### src/rtl/lab3_mem_cache_arbiter.sv
// Round-robin arbiter sharing one blocking cache between two requesters; zero-cycle pass-through both ways.
// Backpressure: requests stall when the in-order ID queue is full; a stalled head response blocks all later responses.
module lab3_mem_cache_arbiter #(
   parameter int p_req_nbits       = 78,
   parameter int p_resp_nbits      = 48,
   parameter int p_num_outstanding = 2
) (
   input  logic                    clk,
   input  logic                    reset,

   input  logic                    proc0_reqstream_val,
   output logic                    proc0_reqstream_rdy,
   input  logic [p_req_nbits-1:0]  proc0_reqstream_msg,
   output logic                    proc0_respstream_val,
   input  logic                    proc0_respstream_rdy,
   output logic [p_resp_nbits-1:0] proc0_respstream_msg,

   input  logic                    proc1_reqstream_val,
   output logic                    proc1_reqstream_rdy,
   input  logic [p_req_nbits-1:0]  proc1_reqstream_msg,
   output logic                    proc1_respstream_val,
   input  logic                    proc1_respstream_rdy,
   output logic [p_resp_nbits-1:0] proc1_respstream_msg,

   output logic                    cache_reqstream_val,
   input  logic                    cache_reqstream_rdy,
   output logic [p_req_nbits-1:0]  cache_reqstream_msg,
   input  logic                    cache_respstream_val,
   output logic                    cache_respstream_rdy,
   input  logic [p_resp_nbits-1:0] cache_respstream_msg,

   output logic [2:0]              num_inflight
);

   localparam logic [2:0] DEPTH    = 3'(p_num_outstanding);
   localparam logic [1:0] LAST_PTR = 2'(p_num_outstanding - 1);

   logic       prio_q, prio_d;
   logic [1:0] rd_ptr_q, rd_ptr_d;
   logic [1:0] wr_ptr_q, wr_ptr_d;
   logic [2:0] count_q, count_d;
   logic [3:0] ids_q, ids_d;

   logic full, empty;
   logic grant_vld, grant_id;
   logic head;
   logic req_fire, resp_fire;

   function automatic logic [1:0] ptr_next(input logic [1:0] ptr);
      return (ptr == LAST_PTR) ? 2'd0 : ptr + 2'd1;
   endfunction

   always_comb begin
      full  = (count_q == DEPTH);
      empty = (count_q == 3'd0);

      // With both valid, prio decides; otherwise the lone valid requester wins (0 when idle).
      grant_vld = proc0_reqstream_val | proc1_reqstream_val;
      if (proc0_reqstream_val && proc1_reqstream_val) begin
         grant_id = prio_q;
      end else begin
         grant_id = proc1_reqstream_val;
      end

      cache_reqstream_val = grant_vld & ~full;
      cache_reqstream_msg = grant_id ? proc1_reqstream_msg : proc0_reqstream_msg;
      proc0_reqstream_rdy = grant_vld & ~grant_id & cache_reqstream_rdy & ~full;
      proc1_reqstream_rdy = grant_vld &  grant_id & cache_reqstream_rdy & ~full;
      req_fire            = cache_reqstream_val & cache_reqstream_rdy;

      head                 = ids_q[rd_ptr_q];
      proc0_respstream_val = cache_respstream_val & ~empty & ~head;
      proc1_respstream_val = cache_respstream_val & ~empty &  head;
      proc0_respstream_msg = cache_respstream_msg;
      proc1_respstream_msg = cache_respstream_msg;
      cache_respstream_rdy = ~empty & (head ? proc1_respstream_rdy : proc0_respstream_rdy);
      resp_fire            = cache_respstream_val & cache_respstream_rdy;

      num_inflight = count_q;
   end

   always_comb begin
      prio_d   = prio_q;
      rd_ptr_d = rd_ptr_q;
      wr_ptr_d = wr_ptr_q;
      count_d  = count_q;
      ids_d    = ids_q;

      if (req_fire) begin
         ids_d[wr_ptr_q] = grant_id;
         wr_ptr_d        = ptr_next(wr_ptr_q);
         prio_d          = ~grant_id;
      end
      if (resp_fire) begin
         rd_ptr_d = ptr_next(rd_ptr_q);
      end

      case ({req_fire, resp_fire})
         2'b10:   count_d = count_q + 3'd1;
         2'b01:   count_d = count_q - 3'd1;
         default: count_d = count_q;
      endcase
   end

   always_ff @(posedge clk) begin
      if (reset) begin
         prio_q   <= 1'b0;
         rd_ptr_q <= 2'd0;
         wr_ptr_q <= 2'd0;
         count_q  <= 3'd0;
         ids_q    <= 4'd0;
      end else begin
         prio_q   <= prio_d;
         rd_ptr_q <= rd_ptr_d;
         wr_ptr_q <= wr_ptr_d;
         count_q  <= count_d;
         ids_q    <= ids_d;
      end
   end

endmodule

### config.mk
export PLATFORM = sky130hd
export DESIGN_NAME = lab3_mem_cache_arbiter
export DESIGN_NICKNAME = d
export VERILOG_FILES = /design/src/rtl/lab3_mem_cache_arbiter.sv
export SDC_FILE = /design/constraint.sdc
export NUM_CORES = 1
export LEC_CHECK = 0
export BUFFER_PORTS_ARGS = -buffer_cell sky130_fd_sc_hd__buf_2
export CORE_AREA = 2 2 152 154
export CTS_BUF_LIST = sky130_fd_sc_hd__clkbuf_2
export CTS_CLUSTER_SIZE = 14
export DETAILED_ROUTE_END_ITERATION = 8
export DIE_AREA = 0 0 154 156
export PLACE_DENSITY = 0.48
export REMOVE_ABC_BUFFERS = 1
export SYNTH_ARGS = -nofsm -noshare
export SYNTH_HDL_FRONTEND = slang
export SYNTH_SLANG_ARGS = --single-unit
### constraint.sdc
create_clock -name clk -period 2.44 [get_ports clk]
set_clock_uncertainty 0.05 [all_clocks]
set_input_delay 0.244 -clock clk [delete_from_list [all_inputs] [get_ports clk]]
set_output_delay 0.244 -clock clk [all_outputs]
set_load 0.05 [all_outputs]
==> out/qor.txt <==
status = finished, final reports clean
IO Count = 395
initial core utilization = 0.104
CP Cell Sequence = mux2i_2, mux2_4, mux2i_1, nor2_1, ha_2, inv_1, fa_2, xor2_1, or3_1, a21oi_1
Core Area = 22400 um2
Worst-Skew Late Latency = 0.27 ns
fill count = 2611
slowest CP cell = dfxtp_2
CP Class = reg -> reg
crit share post-route = 0.956
first-pass GRT wire length = 18200 um
Reg clk slew, reported paths = 0.12 ns
Slew @ Worst Pin = 0.503 ns
share of cells above drive strength 1 = 0.481
I/O Buffers = 250
WL/cell = 16.7 um
startpoint class of the critical path = register
worst-path fanout max = 3
Post-synth ARST share = 0
diodes inserted = 0
vias in the first global route = 2539
pwr dens = 487 nW/um2
met3 usage = 0.103
net switching power = 0.988 mW
Slew Viols, Final = 0
multi-input combinational cell area = 1290 um2
Required @ worst endpoint = 2.60 ns
Peak VDD IR = 140 uV
largest net degree at the start of global routing = 59
Post-synth EDFFs = 0
Yosys warning total = 0
GR peak layer = met2
FF-to-FF path depth = 10
post-synthesis register bit count = 12
GRT overflow = 0
critical path endpoint = num_inflight[2]
LEAKAGE = 1.99 nW
final wirelength = 14200 um
Main synth FF type = dfxtp_1
crit-path max cell delay = 0.35 ns
Max Buffers Root-to-Sink = 2
Synth Instances = 421
Area Overhead vs Synth = 39.1%
final setup vio count = 0
Gate power share = 0.777
Rows = 55
vias per cell = 3.62
grt met1 use = 0.125
Root Buffer = clkbuf_2
gr usage total = 0.105
DP Worst Slack = 0.0547 ns
clock period minus worst slack = 2.33 ns
RR Endpoint = num_inflight[2]
Setup WS post-layout = 0.107 ns
CP Capture Type = register
H-tree levels = 1
post-synth top area share = 0.378
met2 usage = 0.129
CP startpoint = rd_ptr_q[1]
hold_buf cts = 0
WP buf/inv = 1
initial antenna violation count = 0
maxcap violations = 0
Worst slew margin = 0.665
ANT nets after route = 0
most area-hungry cell type in the Yosys netlist = nand2_1
final hold viol count = 0
Core Util, Final = 0.145
flop2flop setup slack = 0.11 ns
initial drt markers = 213
die extent in x = 154 um
Sw Share = 0.625
CTS buffer count = 3
Syn Std Cell Area = 2330 um2
post-DP HPWL = 11800 um
Register Area = 241 um2
critical path's top delay family = multiplexers
clock sink count = 12
die height = 156 um
Pint = 0.593 mW
Clock Power Share = 0.064
Detailed Routing Iterations Pass 1 = 5
post-synth cell types = 32
top cells by area, synth = nand2_1, buf_4, dfxtp_1, mux2i_1, nor2_1
WP depth = 10
# DRC = 0
sequential share of power = 0.159
NumNets Final = 783
Fmax = 429 MHz
overall power = 1.58 mW
Avg Inst Size Synth = 5.54 um2
register area share after synthesis = 0.103
RR Startpoint = rd_ptr_q[1]
die area = 24000 um2
CTS tree = done
WP data arrival = 2.50 ns
RSZ-0062 raised after global routing = no
Hold/Removal Path Class = in -> reg
Via Count = 3080
GP Congestion = 0.750
-- placed cells by master (no fill, tap or decap) --
cell type,n
a211oi_1,1
a21oi_1,4
and2_1,1
and3_4,1
buf_12,1
buf_2,250
buf_4,6
clkbuf_2,3
dfxtp_1,11
dfxtp_2,1
fa_2,1
ha_2,1
inv_1,5
inv_2,1
mux2_1,2
mux2_4,1
mux2i_1,6
mux2i_2,1
nand2_1,235
nand2b_1,1
nor2_1,16
nor2_2,1
nor3_1,2
nor3_2,1
nor3b_2,2
nor4_1,1
nor4b_1,2
o21a_2,1
o21ai_0,1
o21ai_1,1
o21ai_4,1
o31ai_1,1
or3_1,1
xnor2_1,1
xor2_1,2
-- cell usage after synthesis, types with 2 or more instances --
library cell and count:
nand2_1 235, buf_4 96, nor2_1 16, dfxtp_1 12, clkbuf_1 10, buf_2 8
mux2i_1 7, inv_1 5, a21oi_1 4, mux2_1 2, nor3_1 2, nor3b_2 2
nor4b_1 2, xor2_1 2
-- per-layer routing --
layer  wire length [um]  part of all wire
met1               5960              0.42
met2               5300              0.37
met3               2720              0.19
met4                 29            0.0020
met5                235             0.016
-- through the flow --
stage | cell area [um2] | TNS [ns] | std cells | hold WS, ns
after global routing | 3240 | 0 | 852 | 0.251
after global placement | 3210 | 0 | 848 | 0.428
after CTS | 3220 | 0 | 851 | 0.249
final | 3240 | 0 | 852 | 0.257
after detailed placement | 3210 | 0 | 848 | 0.436
after floorplan | 1530 | -16.98 | 307 | 0.263
-- cell type report --
cell class | instances | share of cell area
clock buffer | 3 | 0.00463
inverter | 6 | 0.00694
multi-input combinational | 289 | 0.398
sequential | 12 | 0.0744
tap | 285 | 0.110
timing repair buffer | 257 | 0.406
-- cells by family after synthesis --
group           after synthesis  share of synthesized area
flops                        12                      0.103
buf+inv                     120                      0.352
fa+ha+maj                     2                     0.0139
mux                          10                     0.0445
xor+xnor                      3                     0.0113
compound gates               10                     0.0263
simple gates                264                      0.449
-- registers in the layout, summed over array words and instances, names as in the netlist --
name          cells
ids_q             4
num_inflight      3
prio_q            1
rd_ptr_q          2
wr_ptr_q          2
-- what timing repair did --
item                                    in CTS  in global routing
endpoints found under the setup margin       0                  1
buffers inserted                             0                  1
hold endpoints to repair                     0                  0
gates resized for setup                      0                  5
-- power by group through the flow --
stage / clock (mW) / sequential [mW] / combinational, mW
floorplan: 0 / 0.293 / 0.819
global route: 0.115 / 0.255 / 1.32
global placement: 0 / 0.253 / 1.23
CTS: 0.106 / 0.250 / 1.23
finish: 0.101 / 0.251 / 1.23
detailed placement: 0 / 0.254 / 1.23
-- worst min-delay path by stage --
| stage | end | from | cells past startpoint | slack, ns |
|---|---|---|---|---|
| after floorplan | num_inflight[2] | reset | 1 | 0.26 |
| after global placement | ids_q[1] | ids_q[1] | 2 | 0.43 |
| after detailed placement | wr_ptr_q[1] | wr_ptr_q[1] | 2 | 0.44 |
| after CTS | wr_ptr_q[0] | reset | 2 | 0.25 |
| after global routing | num_inflight[1] | reset | 2 | 0.25 |
| final | wr_ptr_q[0] | reset | 2 | 0.26 |
-- worst register-to-register path, stage by stage (launching register included) --
cell	delay (ns)
dfxtp_2	0.35
mux2i_2	0.16
mux2_4	0.29
mux2i_1	0.14
nor2_1	0.11
ha_2	0.20
inv_1	0.06
fa_2	0.33
xor2_1	0.15
or3_1	0.31
a21oi_1	0.14
Note: power is estimated with default switching activity, not from simulation.
